[src/rtl/gpu_pkg.sv]
`default_nettype none
// ============================================================================
//  Module      : gpu_pkg
//  Description : Shared line-packing constants, word-count helper and the
//                line-with-count record used by the GPU write datapath.
//  Revision    : 1.0 - initial release
// ============================================================================
package gpu_pkg;

    localparam int WORD_WIDTH = 16;
    localparam int LINE_WIDTH = 96;

    // Number of whole words that fit in one memory line
    function automatic int words_per_line(input int line_w, input int word_w);
        return line_w / word_w;
    endfunction

    localparam int WORDS_PER_LINE = words_per_line(LINE_WIDTH, WORD_WIDTH);
    localparam int CNT_W          = $clog2(WORDS_PER_LINE + 1);

    // Line record: words[0] is the most significant word of the flat line
    typedef struct packed {
        logic [0:WORDS_PER_LINE-1][WORD_WIDTH-1:0] words;
        logic [CNT_W-1:0]                          count;
    } line_t;

endpackage : gpu_pkg
`default_nettype wire

[src/rtl/line_fifo.sv]
`default_nettype none
// ============================================================================
//  Module      : line_fifo
//  Description : Registered first-word-fall-through FIFO. The head entry is
//                visible on pop_data the cycle after it is written. Pushes
//                while full and pops while empty are ignored.
//  Revision    : 1.0 - initial release
// ============================================================================
module line_fifo #(
    parameter int DATA_W = 8,
    parameter int DEPTH  = 4
) (
    input  logic              clk_in,
    input  logic              rst_in,
    input  logic              push,
    input  logic [DATA_W-1:0] push_data,
    input  logic              pop,
    output logic [DATA_W-1:0] pop_data,
    output logic              full,
    output logic              empty
);

    localparam int PTR_W = (DEPTH > 1) ? $clog2(DEPTH) : 1;
    localparam int OCC_W = $clog2(DEPTH + 1);
    localparam logic [OCC_W-1:0] FULL_OCC = OCC_W'(DEPTH);

    logic [DATA_W-1:0] mem [DEPTH];
    logic [PTR_W-1:0]  wr_ptr;
    logic [PTR_W-1:0]  rd_ptr;
    logic [OCC_W-1:0]  occupancy;
    logic              do_push;
    logic              do_pop;

    assign empty    = (occupancy == '0);
    assign full     = (occupancy == FULL_OCC);
    assign do_push  = push & ~full;
    assign do_pop   = pop & ~empty;
    // An empty FIFO presents zero so the port is clean straight out of reset
    assign pop_data = empty ? '0 : mem[rd_ptr];

    // Pointer and occupancy bookkeeping; pointers wrap naturally (DEPTH is 2^n)
    always_ff @(posedge clk_in) begin
        if (!rst_in) begin
            wr_ptr    <= '0;
            rd_ptr    <= '0;
            occupancy <= '0;
        end else begin
            if (do_push) wr_ptr <= wr_ptr + PTR_W'(1);
            if (do_pop)  rd_ptr <= rd_ptr + PTR_W'(1);
            case ({do_push, do_pop})
                2'b10:   occupancy <= occupancy + OCC_W'(1);
                2'b01:   occupancy <= occupancy - OCC_W'(1);
                default: occupancy <= occupancy;
            endcase
        end
    end

    // Storage array; contents need no reset because occupancy gates visibility
    always_ff @(posedge clk_in) begin
        if (do_push) mem[wr_ptr] <= push_data;
    end

endmodule : line_fifo
`default_nettype wire

[src/rtl/fma_line_packer.sv]
`default_nettype none
// ============================================================================
//  Module      : fma_line_packer
//  Description : Compacts per-lane FMA results into memory lines, queues
//                completed (or flushed partial) lines with a word count in a
//                small FWFT FIFO and hands them out over ready/valid. Words
//                offered while the FIFO is full are dropped and flagged.
//  Revision    : 1.0 - initial release
// ============================================================================
module fma_line_packer #(
    parameter  int FMA_COUNT      = 2,
    parameter  int WORD_WIDTH     = gpu_pkg::WORD_WIDTH,
    parameter  int LINE_WIDTH     = gpu_pkg::LINE_WIDTH,
    parameter  int FIFO_DEPTH     = 4,
    localparam int WORDS_PER_LINE = gpu_pkg::words_per_line(LINE_WIDTH, WORD_WIDTH),
    localparam int CNT_W          = $clog2(WORDS_PER_LINE + 1)
) (
    input  logic                            clk_in,
    input  logic                            rst_in,
    input  logic [WORD_WIDTH*FMA_COUNT-1:0] fma_out_in,
    input  logic [FMA_COUNT-1:0]            fma_valid_in,
    input  logic                            flush_in,
    output logic                            in_ready_out,
    output logic [LINE_WIDTH-1:0]           line_out,
    output logic [CNT_W-1:0]                line_words_out,
    output logic                            line_valid_out,
    input  logic                            line_ready_in,
    output logic                            overflow_out
);

    import gpu_pkg::*;

    localparam int WPL    = WORDS_PER_LINE;
    // Scratch line is twice a line so any surplus after a completed line
    // always has a slot, whatever FMA_COUNT (<= WPL) is
    localparam int EXT_N  = 2 * WPL;
    localparam int DATA_W = LINE_WIDTH + CNT_W;

    generate
        if (FMA_COUNT < 1 || FMA_COUNT > WPL || (LINE_WIDTH % WORD_WIDTH) != 0 ||
            FIFO_DEPTH < 2 || (FIFO_DEPTH & (FIFO_DEPTH - 1)) != 0) begin : g_bad_params
            $error("fma_line_packer: illegal parameter combination");
        end
    endgenerate

    // Accumulator: slot 0 is the MSB word; slots at or beyond fill stay zero
    logic [WORD_WIDTH-1:0] acc      [WPL];
    logic [WORD_WIDTH-1:0] next_acc [WPL];
    logic [WORD_WIDTH-1:0] ext      [EXT_N];
    logic [CNT_W-1:0]      fill;
    logic [CNT_W-1:0]      next_fill;
    logic                  pending;
    logic                  overflow;
    int                    total;

    logic                  any_valid;
    logic                  accept;
    logic                  line_done;
    logic                  flush_go;
    logic                  push;
    logic [LINE_WIDTH-1:0] push_line;
    logic [CNT_W-1:0]      push_count;
    logic [DATA_W-1:0]     pop_data;
    logic                  fifo_full;
    logic                  fifo_empty;

    assign any_valid    = |fma_valid_in;
    assign in_ready_out = ~fifo_full;
    assign accept       = any_valid & in_ready_out;
    assign line_done    = accept && (total >= WPL);
    // A pending flush only runs on a cycle free of lane traffic
    assign flush_go     = pending & ~any_valid & in_ready_out;
    assign push         = line_done | (flush_go & (fill != '0));
    assign push_count   = line_done ? CNT_W'(WPL) : fill;
    assign overflow_out = overflow;

    // Lane compaction: append valid lanes, lane 0 first, after the filled slots
    always_comb begin
        int pos;
        for (int i = 0; i < EXT_N; i++) ext[i] = '0;
        for (int i = 0; i < WPL; i++) begin
            if (i < int'(fill)) ext[i] = acc[i];
        end
        pos = int'(fill);
        for (int l = 0; l < FMA_COUNT; l++) begin
            if (fma_valid_in[FMA_COUNT-1-l]) begin
                ext[pos] = fma_out_in[(FMA_COUNT-l)*WORD_WIDTH-1 -: WORD_WIDTH];
                pos      = pos + 1;
            end
        end
        total = pos;
    end

    // Flatten the first line of the scratch buffer, word 0 in the MSBs
    always_comb begin
        push_line = '0;
        for (int i = 0; i < WPL; i++) begin
            push_line[(WPL-i)*WORD_WIDTH-1 -: WORD_WIDTH] = ext[i];
        end
    end

    // Next accumulator: roll surplus to slot 0, keep partial, or clear on flush
    always_comb begin
        next_fill = fill;
        for (int i = 0; i < WPL; i++) next_acc[i] = acc[i];
        if (accept) begin
            if (line_done) begin
                for (int i = 0; i < WPL; i++) next_acc[i] = ext[WPL+i];
                next_fill = CNT_W'(total - WPL);
            end else begin
                for (int i = 0; i < WPL; i++) next_acc[i] = ext[i];
                next_fill = CNT_W'(total);
            end
        end else if (flush_go) begin
            for (int i = 0; i < WPL; i++) next_acc[i] = '0;
            next_fill = '0;
        end
    end

    // Accumulator, pending-flush and sticky overflow state
    always_ff @(posedge clk_in) begin
        if (!rst_in) begin
            for (int i = 0; i < WPL; i++) acc[i] <= '0;
            fill     <= '0;
            pending  <= 1'b0;
            overflow <= 1'b0;
        end else begin
            for (int i = 0; i < WPL; i++) acc[i] <= next_acc[i];
            fill     <= next_fill;
            // Pulses arriving while a flush is queued merge into it
            pending  <= flush_go ? 1'b0 : (pending | flush_in);
            overflow <= overflow | (any_valid & ~in_ready_out);
        end
    end

    line_fifo #(
        .DATA_W (DATA_W),
        .DEPTH  (FIFO_DEPTH)
    ) u_line_fifo (
        .clk_in    (clk_in),
        .rst_in    (rst_in),
        .push      (push),
        .push_data ({push_line, push_count}),
        .pop       (line_ready_in),
        .pop_data  (pop_data),
        .full      (fifo_full),
        .empty     (fifo_empty)
    );

    assign line_valid_out = ~fifo_empty;
    assign line_out       = pop_data[DATA_W-1 -: LINE_WIDTH];
    assign line_words_out = pop_data[CNT_W-1:0];

endmodule : fma_line_packer
`default_nettype wire

[config.mk]
export PLATFORM = sky130hd
export DESIGN_NAME = fma_line_packer
export DESIGN_NICKNAME = d
export VERILOG_FILES = /design/src/rtl/gpu_pkg.sv /design/src/rtl/line_fifo.sv /design/src/rtl/fma_line_packer.sv
export SDC_FILE = /design/constraint.sdc
export NUM_CORES = 1
export LEC_CHECK = 0
export ABC_AREA = 0
export BUFFER_PORTS_ARGS = -buffer_cell sky130_fd_sc_hd__buf_4
export CORE_ASPECT_RATIO = 1.5
export CORE_UTILIZATION = 30
export CTS_CLUSTER_DIAMETER = 50
export DETAILED_ROUTE_END_ITERATION = 8
export GPL_TIMING_DRIVEN = 1
export SKIP_LAST_GASP = 1
export SLEW_MARGIN = 20
export SYNTH_ARGS = -nofsm -noshare
export SYNTH_HDL_FRONTEND = slang
export SYNTH_HIERARCHICAL = 1
export SYNTH_SLANG_ARGS = --single-unit
[constraint.sdc]
create_clock -name clk_in -period 8 [get_ports clk_in]
set_clock_uncertainty 0.15 [all_clocks]
set_input_delay 1.6 -clock clk_in [delete_from_list [all_inputs] [get_ports clk_in]]
set_output_delay 1.6 -clock clk_in [all_outputs]
set_load 0.05 [all_outputs]
==> reports/metrics.cfg <==
[critical_path]
cp_cell_sequence=buf_4 -> xor2_1 -> ha_1 -> and2_1 -> xnor3_2 -> a211o_1 -> nor2_1 -> a211oi_1 -> nor2b_1 -> and2_4 -> buf_4
path_common_cell=buf_4
crit_fanout=69
cp-startpoint=fma_valid_in[1]
cp.arrival_ps=6180
rr_endpoint=u_line_fifo/mem[2][83]
cp.depth=11
r2r-start=fill[1]
rr_worst_depth=10
r2r_slack_ps=2480
crit_end=u_line_fifo/mem[2][83]
cp-end-kind=register
cp_slowest_cell=and2_4
criticalPathCategory=in2reg
slowest_delay_ps=760
cp_data_required_time_ps=8110
cp_top_family=simple AND/OR/NAND/NOR gates
start_kind=input port
critPathBufInv=2

[sta]
timing.final.crit_share=0.7593
worstMarginPinSlew_ps=1130
final_max_slew_viol_count=0
period_minus_slack_ps=6074
setup_viol=0
slew_headroom=0.2456
fmax_mhz=164.6
setup_tns_ps=0
rsz0062_at_grt=false
hold_violations=0

[clock_network]
clockBufferDepth=3
clock_latency_ps=590
cts_max_level=2
holdBufCountCts=0
cts.sinks=506
clockRootBuffer=clkbuf_16
cts_tree=built
numCtsBuffers=46
clk_pin_slew_ps=60
postCtsResizedCells=0
cts_setup_buffers=0

[synth]
ys_seq_area_frac=0.5992
async_flop_share=0
netlist_instances=1735
syn-num-nets=1786
ys_ff_latch=506
yosys_warnings=6
synth_cell_types=69
synth_ff_type=edfxtp_1
synth-edff-count=396
syn_area_um2=23520
synth.avg_cell_area_um2=13.56

[power]
p_seq_frac=0.368
swShare=0.3876
switchingPower_mw=3.511
p_clk_frac=0.244
power.density_nw_per_um2=336.4
cell_internal_pwr_mw=5.548
ir_worst_vdd_v=0.0001992
pwr-share-comb=0.388
power_leakage_nw=9.121

[finish]
final_cell_mix=396 x edfxtp_1, 164 x buf_4, 157 x nand2_1, 107 x dfxtp_1
fin_cells=2845
final_layout_size_suffix_gt1_frac=0.2298
final_common_cell=edfxtp_1
fin_nets=1841
synthToLayoutAreaGrowth_pct=14.50
fillCellCount=7593

[place]
dp_hpwl_mm=50.52
port_buffers=139
dp.cells=2757
place_congestion=0.9389

[floorplan]
die_h_um=344.9
ios=140
core_area_um2=77570
die_x_um=230.6
row_count=125
die_area_um2=79550
initial_core_util=0.3032

[drt]
antenna_left=0
drc=0
drt_iter0_drc=1457
viasPerCell=5.585
wirelength_mm=75.96
first_pass_iters=6
routedWlPerCell_um=26.70
vias=15889

[min_path]
hold_path_class=reg2reg
worstHoldStart=acc[1][10]

[global_route]
grt_max_degree=82
grt_antenna_before_repair=1
grt_pass1_wl_mm=109.6
grt_overflow_total=0
grt_usage=0.1883
grt_pass1_vias=15927

[status]
status=complete, no violations

[flow_run]
maxCapViolCount=0

## synth_stat cells (all sizes together) (40+ instances only)
library cell / instances / area, um^2
nand2: 157 / 589.3
mux4: 99 / 2230
a21o: 50 / 375.4
o21ai: 50 / 250.2
dfxtp: 110 / 2202
o31ai: 50 / 375.4
nor2b: 101 / 646.9
a21oi: 40 / 200.2
nor2: 45 / 187.7
clkbuf: 101 / 379.1
and2: 43 / 269.0
edfxtp: 396 / 11890
buf: 61 / 386.6
## sequential cells by signal, summed over array words and instances (netlist names), named ones only
signal                 flops
fill                       3
acc                       96
u_line_fifo/occupancy      3
pending                    1
u_line_fifo/rd_ptr         2
u_line_fifo/mem          396
overflow_out               1
u_line_fifo/wr_ptr         2
## metrics by stage
stage	utilization	power [mW]	area (um^2)	worst slack [ps]	hold slack [ps]
floorplan	-	5.857	23520	734.8	268.6
global placement	0.3271	6.874	25380	1497	277.9
detailed placement	0.3273	6.919	25390	1363	283.3
CTS	0.3468	9.131	26900	1983	302.5
global route	0.3471	9.409	26930	1605	332.3
finish	0.3472	9.059	26930	1926	301.8
## layer usage
layer  global-route usage  part of all wire  vias up
met4               0.1251             0.071        0
met3              0.02317             0.064      208
met5                    0                 0        -
met2               0.3162              0.49      760
li1                     -                 -     6870
met1               0.2276              0.37     8051
## worst min path at each step
stage | to | slack (ps) | cells past startpoint
5_1_grt | acc[0][3] | 330 | 2
4_1_cts | acc[1][0] | 300 | 2
3_5_place_dp | acc[1][0] | 280 | 2
3_3_place_gp | acc[1][7] | 280 | 2
2_1_floorplan | acc[1][0] | 270 | 2
6_report | acc[1][10] | 300 | 2
## logic make-up (layout without fill, tap and decap cells)
family          count (synthesis)  in the layout  share of synthesized area
flops                         506            506                     0.5992
compound gates                446            446                     0.1418
simple gates                  426            426                    0.09155
buf+inv                       177            270                    0.03495
mux                           161            161                     0.1224
fa+ha+maj                      13             13                   0.007234
xor+xnor                        6              6                   0.002873
other cells                     0              1                          0
## cell type report
| type | instances | area [um^2] | area share |
|---|---|---|---|
| diodes | 1 | 2.502 | 0.00009292 |
| clock buffers | 56 | 1240 | 0.04604 |
| clock inverters | 30 | 270.3 | 0.01003 |
| inverters | 15 | 56.30 | 0.002091 |
| multi-input cells | 1052 | 8651 | 0.3212 |
| flip-flops and latches | 506 | 14100 | 0.5236 |
| well taps | 1016 | 1271 | 0.04720 |
| repair buffers | 169 | 1339 | 0.04971 |
## power groups by stage
stage	Clock, mW	Combinational [mW]	Sequential, mW
after detailed placement	0	3.49	3.43
after floorplan	0	2.52	3.34
after global placement	0	3.46	3.41
final	2.21	3.51	3.33
after global routing	2.34	3.72	3.36
after CTS	2.25	3.50	3.37
## worst min-delay path, stage by stage, from the launching register on
cell,delay (ps)
dfxtp_1,320
nand2_1,50
o31ai_1,50
Note: power is estimated with default switching activity, not from simulation.
